File: src/rtl/bubble_flash_loader_pkg.sv
// Shared definitions for the bubble buffer flash loader: FSM encoding, flash
// opcode and buffer geometry that the out sequencer's address ranges rely on.
package bubble_flash_loader_pkg;

    typedef enum logic [2:0] {
        ST_IDLE  = 3'd0,
        ST_CMD   = 3'd1,
        ST_DATA  = 3'd2,
        ST_WRITE = 3'd3,
        ST_DONE  = 3'd4
    } loader_state_t;

    localparam logic [7:0] READ_OPCODE = 8'h03;

    localparam int BOOT_WORDS_DEFAULT = 1920;
    localparam int PAGE_WORDS_DEFAULT = 512;

    localparam int BUF_ADDR_W = 11;
    localparam int BUF_WORD_W = 2;

    // Words leave a flash byte most-significant pair first.
    function automatic logic [BUF_WORD_W-1:0] word_of_byte(input logic [7:0] b,
                                                           input logic [1:0] k);
        logic [BUF_WORD_W-1:0] w;
        case (k)
            2'd0:    w = b[7:6];
            2'd1:    w = b[5:4];
            2'd2:    w = b[3:2];
            default: w = b[1:0];
        endcase
        return w;
    endfunction

endpackage

File: src/rtl/bubble_flash_loader_spi_read_shifter.sv
// SPI mode-0 read engine: shifts a 32-bit command out, then bytes in.
// byte_valid/cmd_done are one-cycle strobes with no ready; the consumer holds stall high to pause SCK low.
module spi_read_shifter #(
    parameter int CLK_DIV = 4
) (
    input  logic        clk,
    input  logic        reset,
    input  logic        clear,
    input  logic        load,
    input  logic [31:0] cmd_word,
    input  logic        stall,
    input  logic        miso,
    output logic        sck,
    output logic        mosi,
    output logic        cmd_done,
    output logic        byte_valid,
    output logic [7:0]  rx_byte
);
    localparam int HALF = CLK_DIV / 2;
    localparam int DW   = (CLK_DIV > 2) ? $clog2(CLK_DIV) : 1;

    logic          armed;
    logic          running;
    logic          rx_mode;
    logic [DW-1:0] div_cnt;
    logic [5:0]    bit_cnt;
    logic [31:0]   tx_sr;
    logic [7:0]    rx_sr;
    logic          advance;
    logic          rise_edge;
    logic          period_end;
    logic          last_bit;

    assign advance    = running && !stall && !clear;
    assign rise_edge  = advance && (div_cnt == DW'(HALF - 1));
    assign period_end = advance && (div_cnt == DW'(CLK_DIV - 1));
    assign last_bit   = (bit_cnt == 6'd1);
    assign cmd_done   = period_end && !rx_mode && last_bit;
    assign byte_valid = period_end && rx_mode && last_bit;
    assign rx_byte    = rx_sr;
    assign sck        = running && !clear && (div_cnt >= DW'(HALF));
    assign mosi       = tx_sr[31];

    // The armed cycle gives one SCK-low cycle with CS already asserted.
    always_ff @(posedge clk) begin
        if (reset) begin
            armed   <= 1'b0;
            running <= 1'b0;
            rx_mode <= 1'b0;
            div_cnt <= '0;
            bit_cnt <= '0;
            tx_sr   <= '0;
            rx_sr   <= '0;
        end else if (load) begin
            armed   <= 1'b1;
            running <= 1'b0;
            rx_mode <= 1'b0;
            div_cnt <= '0;
            bit_cnt <= 6'd32;
            tx_sr   <= cmd_word;
        end else if (clear) begin
            armed   <= 1'b0;
            running <= 1'b0;
            rx_mode <= 1'b0;
            div_cnt <= '0;
            bit_cnt <= '0;
            tx_sr   <= '0;
        end else begin
            if (armed) begin
                armed   <= 1'b0;
                running <= 1'b1;
            end
            if (advance) begin
                div_cnt <= period_end ? '0 : div_cnt + 1'b1;
                if (rise_edge) rx_sr <= {rx_sr[6:0], miso};
                if (period_end) begin
                    tx_sr <= {tx_sr[30:0], 1'b0};
                    if (last_bit) begin
                        rx_mode <= 1'b1;
                        bit_cnt <= 6'd8;
                    end else begin
                        bit_cnt <= bit_cnt - 1'b1;
                    end
                end
            end
        end
    end

endmodule

File: src/rtl/bubble_flash_loader.sv
// Loads the bubble output buffer from SPI flash on a bootloader or page request,
// four 2-bit words per flash byte, writing from buffer address 0 upward.
module bubble_flash_loader
    import bubble_flash_loader_pkg::*;
#(
    parameter int          CLK_DIV    = 4,
    parameter logic [23:0] BOOT_BASE  = 24'h000000,
    parameter logic [23:0] PAGE_BASE  = 24'h000200,
    parameter int          BOOT_WORDS = BOOT_WORDS_DEFAULT,
    parameter int          PAGE_WORDS = PAGE_WORDS_DEFAULT
) (
    input  logic                  master_clock,
    input  logic                  reset,
    input  logic                  load_bootloader,
    input  logic                  load_page,
    input  logic [11:0]           page_number,
    output logic                  spi_cs_n,
    output logic                  spi_sck,
    output logic                  spi_mosi,
    input  logic                  spi_miso,
    output logic [BUF_ADDR_W-1:0] bubble_buffer_write_address,
    output logic [BUF_WORD_W-1:0] bubble_buffer_write_data_input,
    output logic                  bubble_buffer_write_enable,
    output logic                  bubble_buffer_write_clock,
    output logic                  loader_busy,
    output logic                  loader_done,
    output logic [2:0]            loader_state
);
    loader_state_t         state, next_state;
    logic [1:0]            boot_sync, page_sync;
    logic                  boot_prev, page_prev;
    logic                  boot_fall, page_fall, accept;
    logic                  sel_boot, req_level;
    logic [BUF_ADDR_W-1:0] word_count, word_total;
    logic [7:0]            byte_reg;
    logic [1:0]            word_k, wr_phase;
    logic                  word_done, last_word;
    logic [23:0]           flash_addr;
    logic                  sh_load, sh_clear, sh_stall;
    logic                  cmd_done, byte_valid;
    logic [7:0]            rx_byte;

    assign boot_fall  = boot_prev && !boot_sync[1];
    assign page_fall  = page_prev && !page_sync[1];
    assign accept     = (state == ST_IDLE) && (boot_fall || page_fall);
    assign req_level  = sel_boot ? boot_sync[1] : page_sync[1];
    assign flash_addr = boot_fall ? BOOT_BASE : PAGE_BASE + {5'b0, page_number, 7'b0};
    assign word_done  = (state == ST_WRITE) && (wr_phase == 2'd2);
    assign last_word  = (word_count == word_total - 1'b1);

    spi_read_shifter #(.CLK_DIV(CLK_DIV)) u_shifter (
        .clk        (master_clock),
        .reset      (reset),
        .clear      (sh_clear),
        .load       (sh_load),
        .cmd_word   ({READ_OPCODE, flash_addr}),
        .stall      (sh_stall),
        .miso       (spi_miso),
        .sck        (spi_sck),
        .mosi       (spi_mosi),
        .cmd_done   (cmd_done),
        .byte_valid (byte_valid),
        .rx_byte    (rx_byte)
    );

    always_ff @(posedge master_clock) begin
        if (reset) state <= ST_IDLE;
        else       state <= next_state;
    end

    // Releasing the accepted request before DONE aborts from any active state.
    always_comb begin
        next_state = state;
        case (state)
            ST_IDLE:  if (accept) next_state = ST_CMD;
            ST_CMD: begin
                if (req_level)     next_state = ST_IDLE;
                else if (cmd_done) next_state = ST_DATA;
            end
            ST_DATA: begin
                if (req_level)       next_state = ST_IDLE;
                else if (byte_valid) next_state = ST_WRITE;
            end
            ST_WRITE: begin
                if (req_level)                      next_state = ST_IDLE;
                else if (word_done && last_word)    next_state = ST_DONE;
                else if (word_done && word_k == 2'd3) next_state = ST_DATA;
            end
            ST_DONE:  if (req_level) next_state = ST_IDLE;
            default:  next_state = ST_IDLE;
        endcase
    end

    always_comb begin
        spi_cs_n                   = 1'b1;
        loader_busy                = 1'b0;
        loader_done                = 1'b0;
        bubble_buffer_write_enable = 1'b1;
        bubble_buffer_write_clock  = 1'b0;
        sh_stall                   = 1'b0;
        sh_clear                   = 1'b0;
        sh_load                    = 1'b0;
        case (state)
            ST_IDLE: begin
                sh_clear = 1'b1;
                sh_load  = accept;
            end
            ST_CMD, ST_DATA: begin
                spi_cs_n    = 1'b0;
                loader_busy = 1'b1;
            end
            ST_WRITE: begin
                spi_cs_n                   = 1'b0;
                loader_busy                = 1'b1;
                sh_stall                   = 1'b1;
                bubble_buffer_write_enable = (wr_phase == 2'd2);
                bubble_buffer_write_clock  = (wr_phase == 2'd1);
            end
            ST_DONE: begin
                loader_done = 1'b1;
                sh_clear    = 1'b1;
            end
            default: sh_clear = 1'b1;
        endcase
    end

    always_ff @(posedge master_clock) begin
        if (reset) begin
            boot_sync  <= 2'b11;
            page_sync  <= 2'b11;
            boot_prev  <= 1'b1;
            page_prev  <= 1'b1;
            sel_boot   <= 1'b0;
            word_count <= '0;
            word_total <= '0;
            byte_reg   <= '0;
            word_k     <= '0;
            wr_phase   <= '0;
        end else begin
            boot_sync <= {boot_sync[0], load_bootloader};
            page_sync <= {page_sync[0], load_page};
            boot_prev <= boot_sync[1];
            page_prev <= page_sync[1];
            if (accept) begin
                sel_boot   <= boot_fall;
                word_count <= '0;
                word_total <= boot_fall ? BUF_ADDR_W'(BOOT_WORDS) : BUF_ADDR_W'(PAGE_WORDS);
                word_k     <= '0;
                wr_phase   <= '0;
            end
            if (state == ST_DATA && byte_valid) begin
                byte_reg <= rx_byte;
                word_k   <= '0;
                wr_phase <= '0;
            end
            if (state == ST_WRITE) begin
                if (wr_phase == 2'd2) begin
                    wr_phase   <= '0;
                    word_k     <= word_k + 1'b1;
                    word_count <= word_count + 1'b1;
                end else begin
                    wr_phase <= wr_phase + 1'b1;
                end
            end
        end
    end

    assign bubble_buffer_write_address    = word_count;
    assign bubble_buffer_write_data_input = word_of_byte(byte_reg, word_k);
    assign loader_state                   = state;

endmodule

File: config.mk
export PLATFORM = sky130hd
export DESIGN_NAME = bubble_flash_loader
export DESIGN_NICKNAME = d
export VERILOG_FILES = /design/src/rtl/bubble_flash_loader_pkg.sv /design/src/rtl/bubble_flash_loader_spi_read_shifter.sv /design/src/rtl/bubble_flash_loader.sv
export SDC_FILE = /design/constraint.sdc
export NUM_CORES = 1
export LEC_CHECK = 0
export BUFFER_PORTS_ARGS = -buffer_cell sky130_fd_sc_hd__buf_4
export CORE_ASPECT_RATIO = 1.4
export CORE_MARGIN = 2
export CORE_UTILIZATION = 55
export CTS_BUF_LIST = sky130_fd_sc_hd__clkbuf_8
export DETAILED_ROUTE_END_ITERATION = 6
export PLACE_DENSITY = 0.75
export SLEW_MARGIN = 20
export SYNTH_ARGS = -nofsm -noshare
export SYNTH_HDL_FRONTEND = slang
export SYNTH_SLANG_ARGS = --single-unit
File: constraint.sdc
create_clock -name master_clock -period 5.18 [get_ports master_clock]
set_clock_uncertainty 0.1 [all_clocks]
set_input_delay 0.259 -clock master_clock [delete_from_list [all_inputs] [get_ports master_clock]]
set_output_delay 0.259 -clock master_clock [all_outputs]
set_load 0.01 [all_outputs]
=== Word level (Yosys, flattened, before mapping) ===
Index checks and enable logic that the tools add are counted.

* Flip-flop bits (word level): 95
* Bits of input ports: 17
* Output and inout bits: 23
* Logic and storage cells: 125

* Add/subtract/negate cells: 7
* Magnitude comparators: 1
* Equal/unequal tests: 20
* Mux-type cells: 43
* Bitwise operators: 2
* Reductions and logical operators: 32

{| class="wikitable"
|+ Operators by type and width
! kind !! count
|-
| 26-bit 2-to-1 mux || 4
|-
| 11-bit 2-to-1 mux || 4
|-
| 6-bit 2-to-1 mux || 5
|-
| 3-bit 2-to-1 mux || 9
|-
| 10-bit by 19-bit adder with 20-bit output, first input constant || 1
|-
| 20-bit 2-to-1 mux || 1
|-
| 2-bit 2-to-1 mux || 9
|-
| 1-bit logical AND || 17
|-
| 3-bit one-hot mux with 5 select lines || 1
|-
| 11-bit by 1-bit adder with 11-bit output, second input constant || 1
|-
| 11-bit equality test || 1
|-
| 11-bit by 1-bit subtractor with 11-bit output, second input constant || 1
|-
| 1-bit 2-to-1 mux || 9
|-
| 2-bit equality test, second input constant || 4
|-
| 2-bit by 1-bit adder with 2-bit output, second input constant || 3
|-
| 2-bit by 1-bit equality test with 1-bit output, second input constant || 3
|-
| 3-bit by 2-bit equality test with 1-bit output, second input constant || 2
|-
| 6-bit by 1-bit equality test with 1-bit output, second input constant || 1
|-
| 3-bit by 1-bit inequality test with 1-bit output, second input constant || 2
|-
| 3-bit inequality test, second input constant || 2
|-
| 2-bit one-hot mux with 3 select lines || 1
|-
| 3-bit OR reduction || 2
|-
| 6-bit by 1-bit subtractor with 6-bit output, second input constant || 1
|-
| 5-bit AND reduction || 1
|-
| 14 further kinds || 20
|}

=== Depth between registers and ports, before layout ===
Gate-level depths: netlist of the first run.

* Depth after elaboration: 12
* Gate-level depth with buffers: 7
* Depth with buffers taken out: 7

=== Modules after synthesis ===
A second synthesis of the first run with hierarchy kept.

* Cells, all modules: 530
* Area, all modules: 4376.7 um^2

{| class="wikitable"
|+ Modules (own cells, without submodules)
! module !! times used !! cells an instance !! area an instance (um^2) !! sequential area each (um^2)
|-
| spi_read_shifter || 1 || 299 || 2511.2 || 1021.0
|-
| bubble_flash_loader || 1 || 231 || 1865.5 || 680.7
|}

=== Worst setup path before layout of the first run ===
OpenSTA, ideal clock, no wires.

* Kind: register -> output
* From: reg state[1] (netlist: loader_state[1])
* To: out spi_sck
* Arrival: 1.503 ns
* Data required time: 4.821 ns
* Path slack: 3.318 ns
* Cell stages (with the launch flop): 8
* Buffers on the path: 3
* Cell sequence: dfxtp_1 > buf_4 > nor2_1 > nor2_1 > buf_2 > buf_2 > inv_1 > nor2_1

* Longest elaborated chain between the ends: 4
* Elaborated cells on any way between the ends: 6
* Those cells by class: eq/ne: 3; reduce/logical: 3

{| class="wikitable"
|+ Ends and longest elaborated chain
! element !! RTL line !! text
|-
| start, declared || bubble_flash_loader.sv:29 || <nowiki>loader_state_t state, next_state;</nowiki>
|-
| start signal, assigned || bubble_flash_loader.sv:68 || <nowiki>else state <= next_state;</nowiki>
|-
| 3-bit by 2-bit equality test with 1-bit output / 3-bit by 1-bit equality test with 1-bit output (equally long branches) || bubble_flash_loader.sv:103 || <nowiki>case (state)</nowiki>
|-
| 3-bit OR reduction (no line) * || n/a ||
|-
| 1-bit logical AND * (2 in a row) || bubble_flash_loader_spi_read_shifter.sv:41 || <nowiki>assign sck = running && !clear && (div_cnt >= DW'(HALF));</nowiki>
|-
| end, declared || bubble_flash_loader.sv:18 || <nowiki>output logic spi_sck,</nowiki>
|}

Mark *: on every way between the ends. The rest lies on a longest branch, timed or not.

=== Worst setup path after layout of the first run ===
* From: reg state[0] (netlist: loader_state[0])
* To: reg wr_phase[1]

* Longest elaborated chain between the ends: 11
* Elaborated cells on any way between the ends: 17
* Those cells by class: eq/ne: 3; mux: 3; reduce/logical: 11

{| class="wikitable"
|+ Ends and longest elaborated chain
! element !! RTL line !! text
|-
| 3-bit by 2-bit equality test with 1-bit output || bubble_flash_loader.sv:103, bubble_flash_loader.sv:156 ||
|-
| 1-bit 2-to-1 mux || bubble_flash_loader.sv:103 ||
|-
| 1-bit zero test || bubble_flash_loader_spi_read_shifter.sv:34 || <nowiki>assign advance = running && !stall && !clear;</nowiki>
|-
| 1-bit logical AND (2 in a row) || bubble_flash_loader_spi_read_shifter.sv:34 ||
|-
| 1-bit logical AND || bubble_flash_loader_spi_read_shifter.sv:36 || <nowiki>assign period_end = advance && (div_cnt == DW'(CLK_DIV - 1));</nowiki>
|-
| 1-bit logical AND (2 in a row) || bubble_flash_loader_spi_read_shifter.sv:39 || <nowiki>assign byte_valid = period_end && rx_mode && last_bit;</nowiki>
|-
| 1-bit logical AND || bubble_flash_loader.sv:151 || <nowiki>if (state == ST_DATA && byte_valid) begin</nowiki>
|-
| 2-bit 2-to-1 mux || bubble_flash_loader.sv:151 ||
|-
| 2-bit 2-to-1 mux || bubble_flash_loader.sv:156 || <nowiki>if (state == ST_WRITE) begin</nowiki>
|-
| end signal, assigned || bubble_flash_loader.sv:162 || <nowiki>wr_phase <= wr_phase + 1'b1;</nowiki>
|-
| end, declared || bubble_flash_loader.sv:36 || <nowiki>logic [1:0] word_k, wr_phase;</nowiki>
|}

Parallel ways exist; a longest one is shown, timed or not.
A chain may end at the register's enable or synchronous reset.

==> results of run 1 <==
[power groups by stage]
stage,sequential (mW),clock [mW],combinational (mW)
6_report,0.712,0.463,0.452
3_3_place_gp,0.723,0,0.444
5_1_grt,0.721,0.498,0.507
3_5_place_dp,0.726,0,0.452
2_1_floorplan,0.701,0,0.400
4_1_cts,0.713,0.475,0.456
[timing repair]
| action | CTS | global route |
|---|---|---|
| buffers inserted | 0 | 0 |
| endpoints found under the hold margin | 2 | 0 |
| hold buffers | 2 | 0 |
| endpoints found under the setup margin | 0 | 0 |
[cell type report]
| class | instances | area, sq um | area share [%] |
|---|---|---|---|
| clock inverters | 5 | 57.6 | 1.35 |
| multi-input cells | 308 | 2010 | 47.1 |
| flip-flops and latches | 78 | 1560 | 36.5 |
| clock buffers | 11 | 151 | 3.54 |
| well taps | 92 | 115 | 2.69 |
| repair buffers | 42 | 320 | 7.49 |
| inverters | 15 | 56.3 | 1.32 |
[worst max-delay path: cells and delay by family (launching register included)]
kind	cells	cell delay, ps
xor+xnor	1	170
flops	1	590
simple gates	3	1230
compound gates	1	440
[metrics by stage]
stage                     setup WS (ps)  total power, mW  cell area (sq um)  hold WS, ps  utilization, %
after CTS                          2490             1.64               4270         36.4            64.6
after detailed placement           2510             1.18               4050          300            61.2
final                              2520             1.63               4270         51.6            64.6
after global placement             2600             1.17               4050          292            61.2
after floorplan                    3320             1.10               3750          263               -
after global routing               2310             1.73               4270         39.4            64.6
[cell families after synthesis]
kind of cell    after synthesis  share of synthesized area [%]
compound gates               78                           14.7
xor+xnor                     18                           4.40
fa+ha+maj                    14                           4.60
buf+inv                      37                           4.80
flops                        78                           41.6
mux                          24                           6.60
simple gates                174                           23.3
[per-layer routing]
metal	up-vias	GRT usage (%)	wire [um]
li1	1536	-	-
met1	1412	26.1	3230
met2	37	36.1	3780
met3	6	4.68	238
met4	0	7.41	95
met5	-	0	0
[Yosys cell counts (2+ instances only)]
cell and n:
a211oi_1 8, a211oi_2 7, a21oi_1 27, a222oi_1 2, a22oi_1 9, a311oi_1 2, a41oi_1 2, and3_1 5
buf_2 6, buf_6 4, clkbuf_1 11, dfxtp_1 78, ha_1 13, inv_1 15, mux2_2 2, mux2i_1 21
nand2_1 43, nand2b_1 2, nand3_1 11, nand4_1 7, nor2_1 63, nor2b_1 5, nor3_1 10, nor4bb_1 2
o211ai_1 2, o21ai_0 10, or2_2 7, or3_1 6, xnor2_1 9, xor2_1 8
[worst paths after layout]
check / end / cells after the start / startpoint
worst max-delay path: wr_phase[1] / 5 / loader_state[0]
worst max register to register: wr_phase[1] / 5 / loader_state[0]
worst min-delay path: u_shifter.tx_sr[7] / 3 / page_number[0]
worst min register to register: boot_sync[1] / 1 / boot_sync[0]
==> reports/qor.yml, run 1 <==
yosys:
  synthesis.area_sq_um: 3750
  synth_ff_type: "dfxtp_1"
  ys_async_sr_fraction_pct: 0
  synth_nets: 453
  ys_ff_latch: 78
  synth-seq-area-share_pct: 41.6
  synthCells: 423
  synth_top_area_share_pct: 41.6
  synth_largest_area_cell: "dfxtp_1"
  synth_edf_count: 0
  synthTopCellsByArea: "dfxtp_1 42%, nor2_1 6.3%, mux2i_1 5.6%"
  yosys_warnings: 0
  postSynthAreaPerCell_sq_um: 8.87
  synth_cell_type_count: 56
routing:
  drt-initial-drc-count: 155
  post_drt_wl_per_cell_um: 13.3
  dr_total_vias: 2991
  first_pass_iters: 4
  ant_nets: 0
  drc: 0
  totalWireLength_um: 7350
  avgViaCountPerCell: 5.43
floorplan:
  start_util_pct: 56.8
  coreArea_sq_um: 6610
  dieArea_sq_um: 7510
  rows: 35
  ios: 40
  die_h_um: 102
  die_w_um: 73.8
global_routing:
  grt_max_degree: 59
  grt_pass1_wl_um: 12700
  grt_pass1_vias: 2851
  overflow: 0
  grt.total_usage_pct: 21.2
  antenna_found_initial: 0
cells_and_area:
  area_growth_pct: 13.9
  instances_no_fill: 551
  final_nets: 484
  fillers: 585
  top_register: "u_shifter.tx_sr"
  diodes: 0
  most-common-layout-cells: "78 x dfxtp_1, 63 x nor2_1, 43 x nand2_1"
  layout_commonest_cell: "dfxtp_1"
  drive_above_1_share_pct: 18.7
  largest_reg_flops: 25
timing:
  maxSlewViolCount: 0
  fin_crit_sh_pct: 51.4
  setup_viol: 0
  period_minus_slack_ps: 2660
  hold_violations: 0
  worst_slew_pin_slew_ps: 799
  fmax_mhz: 376
  grt_setup_unrepaired: "false"
  maxSlewHeadroom_pct: 46.7
  tns_ps: 0
power:
  swShare_pct: 33.5
  seq_power_share_pct: 43.8
  clkPwrFrac_pct: 28.5
  p_comb_share_pct: 27.8
  p_leak_nw: 1.71
  peakVddDrop_mv: 0.243
  p_int_mw: 1.08
  power_density_nw_per_um2: 381
  p_switching_uw: 545
outcome:
  status: "finished clean"
critical_path:
  critPathKind: "flop to flop"
  cp-start-kind: "flop"
  reg2reg_slack_ps: 2520
  crit_arrival_ps: 2770
  slowest_delay_ps: 630
  worstSetupEndpointType: "flop"
  cp.required_ps: 5290
  crit_fanout: 18
  crit_chain: "xnor2_2 -> nor3_4 -> nand3_1 -> a41oi_1 -> nor2_1"
  crit_slowest_cell: "nand3_1"
cts:
  path_clk_slew_ps: 80
  cts-resized-gates: 0
  cts-htree-levels: 3
  cts_tree: "built"
  cts_buffers: 9
  clock_latency_ps: 340
  clockBufferDepth: 2
  cts_sinks: 78
  clockRootBuffer: "clkbuf_8"
place:
  portBuffers: 39
  globalplace.congestion: 0.798
  placedCellCount: 533
  post-dp-hpwl_um: 5170
run:
  maxCapViolations: 0
min_path:
  worst_hold_path_type: "input port to flop"
Power figures use the tool's default switching activity.
==> run 2: changes to the inputs <==
--- a/config.mk
+++ b/config.mk
@@ -5,6 +5,7 @@
 export SDC_FILE = /design/constraint.sdc
 export NUM_CORES = 1
 export LEC_CHECK = 0
+export ABC_AREA = 1
 export BUFFER_PORTS_ARGS = -buffer_cell sky130_fd_sc_hd__buf_4
 export CORE_ASPECT_RATIO = 1.4
 export CORE_MARGIN = 2
==> constraint.sdc (replaced) <==
create_clock -name master_clock -period 2.74 [get_ports master_clock]
set_clock_uncertainty 0.1 [all_clocks]
set_input_delay 0.137 -clock master_clock [delete_from_list [all_inputs] [get_ports master_clock]]
set_output_delay 0.137 -clock master_clock [all_outputs]
set_load 0.01 [all_outputs]
==> run 2 against run 1 <==
Critical path depth grew 4. Non-clock buffer count grew 4. Power grew 77%. Worst setup slack lost 2000 ps. Global-route usage grew 1.7 points. Combinational power grew 72%. Via count grew 12%. Wire length grew 7.2%. Largest cell class unchanged.
==> reports/qor.yml, run 2 <==
timing:
  worst_slew_pin_slew_ps: 794
  maxSlewViolCount: 0
  tns_ps: 0
  hold_violations: 0
  setup_ws_ps: 560
  fmax_mhz: 459
  grt_setup_unrepaired: "false"
  fin_crit_sh_pct: 79.6
  period_minus_slack_ps: 2180
  maxSlewHeadroom_pct: 46.5
  setup_viol: 0
yosys:
  synth_ff_type: "dfxtp_1"
  yosys_warnings: 0
  postSynthAreaPerCell_sq_um: 7.41
  synth_largest_area_cell: "dfxtp_1"
  synth-simple-area-share_pct: 23.7
  synth_most_common_cell: "nand2_1"
  synth_compound_area_share_pct: 20.3
  ys_async_sr_fraction_pct: 0
  synth_top_cells_by_count: "88 x nand2_1, 78 x dfxtp_1, 60 x a21oi_1, 54 x o21ai_0, 53 x inv_1"
  synthTopCellsByArea: "dfxtp_1 43%, nand2_1 9.0%, a21oi_1 8.2%"
  synthesis.area_sq_um: 3670
  synth-seq-area-share_pct: 42.6
  synthCells: 495
  ys_ff_latch: 78
  synth_top_family_by_area: "simple AND/OR/NAND/NOR gates"
  synth_nets: 525
  synth_fa_ha_area_share_pct: 4.43
  synth_xor_area_share_pct: 0.955
  synth_top_area_share_pct: 42.6
  synthMuxAreaShare_pct: 0
  synth_edf_count: 0
  synth_cell_type_count: 41
power:
  peakVddDrop_mv: 0.550
  power_density_nw_per_um2: 681
  p_leak_nw: 1.79
floorplan:
  die_h_um: 101
  coreArea_sq_um: 6530
  ios: 40
  start_util_pct: 56.2
  dieArea_sq_um: 7350
  rows: 35
  die_w_um: 73.0
global_routing:
  antenna_found_initial: 0
  overflow: 0
  grt.total_usage_pct: 22.9
  grt_pass1_wl_um: 13300
  grt_max_degree: 28
  grt_pass1_vias: 3194
place:
  portBuffers: 39
  globalplace.congestion: 0.878
  post-dp-hpwl_um: 5770
  place_ws_ps: 617
critical_path:
  crit_arrival_ps: 2360
  crit_slowest_cell: "dfxtp_1"
  cp_num_buf_inv: 2
  cp-startpoint: "loader_state[0]"
  cp-start-kind: "flop"
  slowest_delay_ps: 360
  crit_chain: "inv_1 -> nand2_2 -> nor2_1 -> nand2_2 -> nor2_4 -> inv_1 -> o21ai_0 -> nand2_1 -> a21oi_1"
  cp.required_ps: 2920
  crit_fanout: 12
  critical_path.top_delay_family: "simple AND/OR/NAND/NOR gates"
  worstReg2RegStart: "loader_state[0]"
  critPathKind: "flop to flop"
  worstSetupEndpointType: "flop"
routing:
  post_drt_wl_per_cell_um: 12.8
  totalWireLength_um: 7880
  drc: 0
  ant_nets: 0
  drt-initial-drc-count: 147
  avgViaCountPerCell: 5.41
  dr_total_vias: 3335
  first_pass_iters: 5
cells_and_area:
  area_growth_pct: 15.3
  final_nets: 568
  layout_commonest_cell: "nand2_1"
  largest_reg_flops: 25
  top_register: "u_shifter.tx_sr"
  diodes: 0
  fillers: 580
  drive_above_1_share_pct: 14.7
  most-common-layout-cells: "88 x nand2_1, 78 x dfxtp_1, 60 x a21oi_1"
cts:
  cts-htree-levels: 3
  cts_buffers: 9
  cts_sinks: 78
  cts_tree: "built"
  clockRootBuffer: "clkbuf_8"
  clock_latency_ps: 350
  post_cts.repair.setup_buffers: 0
  clockBufferDepth: 2
  cts-resized-gates: 0
  path_clk_slew_ps: 80
min_path:
  hold_path.startpoint: "page_number[8]"
  worst_hold_path_type: "input port to flop"
run:
  maxCapViolations: 0
outcome:
  status: "finished clean"
==> run 2: changes by cell type in the layout (fill, tap and decap cells not counted), sizes merged, moves of 13 or more <==
cell / previous run / this run
a211oi: 15 / 2
a21oi: 27 / 61
inv: 15 / 61
mux2i: 21 / 0
nand2: 44 / 95
nor2: 64 / 47
o21ai: 11 / 57
==> run 2: worst min-delay path, cell delays in order <==
cell and delay (ps):
buf_4 100, a21oi_1 50, o21ai_0 80, a21oi_1 70
==> run 2: path summary, 6_finish.rpt <==
kind                            cells after the start             endpoint  slack (ps)
worst min-delay path                                4  u_shifter.tx_sr[15]          40
worst max-delay path                                9   u_shifter.tx_sr[9]         560
worst min register to register                      1         page_sync[1]         310
worst max register to register                      9   u_shifter.tx_sr[9]         560
==> run 2: repair_timing <==
action | in CTS | in global routing
endpoints found under the setup margin | 0 | 0
endpoints found under the hold margin | 6 | 0
hold buffers | 6 | 0
==> run 2: layer usage <==
layer | vias to the layer above | share of wire [%] | wire length (um) | global-route usage [%]
met5 | - | 0 | 0 | 0
met4 | 0 | 2.6 | 207 | 12.3
met3 | 13 | 2.4 | 186 | 5.00
met2 | 46 | 52 | 4060 | 39.8
met1 | 1534 | 43 | 3430 | 25.5
li1 | 1742 | - | - | -
==> run 2: area by class of cell <==
cell class | instances | area, sq um | area share, %
multi-input cells | 343 | 1810 | 42.8
flip-flops and latches | 78 | 1560 | 36.9
repair buffers | 46 | 360 | 8.52
inverters | 60 | 226 | 5.35
clock buffers | 9 | 124 | 2.93
well taps | 74 | 92.6 | 2.19
clock inverters | 7 | 55.1 | 1.30
==> run 2: power breakdown <==
| part | total (mW) | switching (mW) | internal (mW) |
|---|---|---|---|
| registers | 1.32 | 0.0729 | 1.25 |
| logic | 0.779 | 0.523 | 0.256 |
| clock network | 0.783 | 0.446 | 0.338 |
==> run 2: logic make-up (layout without fill, tap and decap cells) <==
family | count (synthesis) | after routing
simple gates | 189 | 189
flops | 78 | 78
buf+inv | 74 | 122
xor+xnor | 4 | 4
compound gates | 137 | 137
fa+ha+maj | 13 | 13
==> run 2: through the flow <==
| stage | util, % | cells | area, sq um | total power [mW] | hold slack (ps) |
|---|---|---|---|---|---|
| 3_5_place_dp | 61.2 | 595 | 3990 | 2.11 | 225 |
| 6_report | 64.9 | 617 | 4230 | 2.88 | 39.7 |
| 3_3_place_gp | 61.2 | 595 | 3990 | 2.09 | 222 |
| 2_1_floorplan | - | 495 | 3670 | 1.89 | 141 |
| 5_1_grt | 64.9 | 617 | 4230 | 3.06 | 43.1 |
| 4_1_cts | 64.9 | 617 | 4230 | 2.89 | 24.8 |
==> run 3: changes to the inputs <==
--- a/config.mk
+++ b/config.mk
@@ -5,7 +5,7 @@
 export SDC_FILE = /design/constraint.sdc
 export NUM_CORES = 1
 export LEC_CHECK = 0
-export ABC_AREA = 1
+export ABC_AREA = 0
 export BUFFER_PORTS_ARGS = -buffer_cell sky130_fd_sc_hd__buf_4
 export CORE_ASPECT_RATIO = 1.4
 export CORE_MARGIN = 2
==> constraint.sdc (replaced) <==
create_clock -name master_clock -period 2.2 [get_ports master_clock]
set_clock_uncertainty 0.1 [all_clocks]
set_input_delay 0.11 -clock master_clock [delete_from_list [all_inputs] [get_ports master_clock]]
set_output_delay 0.11 -clock master_clock [all_outputs]
set_load 0.01 [all_outputs]
==> run 3 against run 2 <==
Non-clock buffer count rose by 12. First-iteration DRC count rose by 12%. Clock power rose by 43%. Combinational power rose by 46%. Global-route usage fell by 0.11 points. Flip-flop and latch count did not move. Worst hold slack improved by 6.4 ps. Critical path type unchanged. Critical endpoint is now u_shifter.bit_cnt[5]. Largest power group unchanged.
==> reports/qor.yml, run 3 (synthesized netlist as in run 1, its figures left out) <==
outcome:
  status: "finished clean"
routing:
  ant_nets: 0
  avgViaCountPerCell: 5.53
  dr_total_vias: 3137
  first_pass_iters: 5
  totalWireLength_um: 7700
  post_drt_wl_per_cell_um: 13.6
  drc: 0
  drt-initial-drc-count: 165
cells_and_area:
  multiInputGateArea_sq_um: 2010
  most-common-layout-cells: "78 x dfxtp_1, 62 x nor2_1, 51 x buf_4"
  top_register: "u_shifter.tx_sr"
  final_core_util_pct: 66.6
  area_growth_pct: 17.4
  fillers: 550
  instances_no_fill: 567
  layout_commonest_cell: "dfxtp_1"
  sequential_cell_area_sq_um: 1560
  drive_above_1_share_pct: 20.6
  diodes: 0
  final_nets: 500
  largest_reg_flops: 25
timing:
  maxSlewViolCount: 0
  setup_viol: 0
  fmax_mhz: 496
  hold_violations: 0
  grt_setup_unrepaired: "false"
  worst_slew_pin_slew_ps: 496
  setup_ws_ps: 183
  period_minus_slack_ps: 2020
  tns_ps: 0
  hold_ws_ps: 46.1
  fin_crit_sh_pct: 91.7
  maxSlewHeadroom_pct: 66.7
critical_path:
  worstSetupEndpointType: "flop"
  crit_slowest_cell: "dfxtp_1"
  cp-start-kind: "flop"
  critical_path.top_delay_family: "simple AND/OR/NAND/NOR gates"
  cp.required_ps: 2330
  slowest_delay_ps: 560
  critPathKind: "flop to flop"
  crit_fanout: 22
  crit_chain: "xnor2_2 -> or3_4 -> nor4_4 -> mux2i_1 -> o22ai_2"
  cp_num_buf_inv: 0
  crit_arrival_ps: 2150
cts:
  clock_latency_ps: 360
  clockBufferDepth: 2
  cts_buffers: 9
  path_clk_slew_ps: 80
  cts_sinks: 78
  clockRootBuffer: "clkbuf_8"
  cts-htree-levels: 3
  cts_tree: "built"
power:
  p_int_mw: 2.57
  clkPwrFrac_pct: 28.5
  p_switching_mw: 1.36
  swShare_pct: 34.6
  p_comb_share_pct: 29.0
  power_density_nw_per_um2: 890
  p_leak_nw: 1.78
  seq_power_share_pct: 42.5
  peakVddDrop_mv: 0.507
global_routing:
  use_met1_pct: 26.4
  grt_max_degree: 35
  grt.total_usage_pct: 22.8
  grt_use_met3_pct: 5.57
  antenna_found_initial: 0
  grt_pass1_wl_um: 13400
  grt_pass1_vias: 3041
  grt.busiest_layer: "met2"
  global_route.usage.met2_pct: 38.5
  overflow: 0
min_path:
  worst_hold_path_type: "input port to flop"
floorplan:
  dieArea_sq_um: 7510
  ios: 40
  rows: 35
  die_w_um: 73.8
  die_h_um: 102
  start_util_pct: 56.8
  coreArea_sq_um: 6610
place:
  post-dp-hpwl_um: 5360
  place_ws_ps: 201
  globalplace.congestion: 0.821
  portBuffers: 39
  placedCellCount: 544
run:
  maxCapViolations: 0
run 3: worst paths after layout:
kind | startpoint | slack [ps] | endpoint | cells after the start
hold / removal | page_number[11] | 50 | u_shifter.tx_sr[18] | 5
setup / recovery | loader_state[1] | 180 | u_shifter.bit_cnt[5] | 5
hold reg to reg | boot_sync[0] | 320 | boot_sync[1] | 1
setup reg to reg | loader_state[1] | 180 | u_shifter.bit_cnt[5] | 5
run 3: power groups by stage:
stage          Sequential (mW)  Combinational (mW)  Clock (mW)
6_report                  1.67                1.14        1.12
3_5_place_dp              1.70                1.13           0
3_3_place_gp              1.69                1.10           0
2_1_floorplan             1.65               0.942           0
5_1_grt                   1.68                1.27        1.19
4_1_cts                   1.67                1.14        1.14
run 3: tightest hold or removal path, cell delays in order:
cell and delay [ps]:
buf_4 80, inv_1 50, xnor2_1 120, nand2_1 60, a211oi_1 60
run 3: what timing repair did:
item                       in CTS  in global routing
setup endpoints to repair       0                  1
hold endpoints to repair       27                  0
setup buffers                   0                  0
gates resized for setup         0                  1
hold buffers                    7                  0
run 3: layer usage:
metal / vias to the layer above / wire [um]
li1: 1569 / -
met1: 1492 / 3330
met2: 58 / 3860
met3: 18 / 273
met4: 0 / 243
met5: - / 0
run 3: through the flow:
stage | instance area (sq um) | power, mW
2_1_floorplan | 3750 | 2.59
3_3_place_gp | 4130 | 2.79
3_5_place_dp | 4130 | 2.83
4_1_cts | 4400 | 3.95
5_1_grt | 4410 | 4.14
6_report | 4410 | 3.92
run 3: final cells by class:
cell class                 count  area share [%]
sequential                    78            35.4
clock inverter                 6            1.56
timing repair buffer          58            10.3
clock buffer                  10            3.12
tap                           92            2.61
inverter                      15            1.28
multi-input combinational    308            45.7
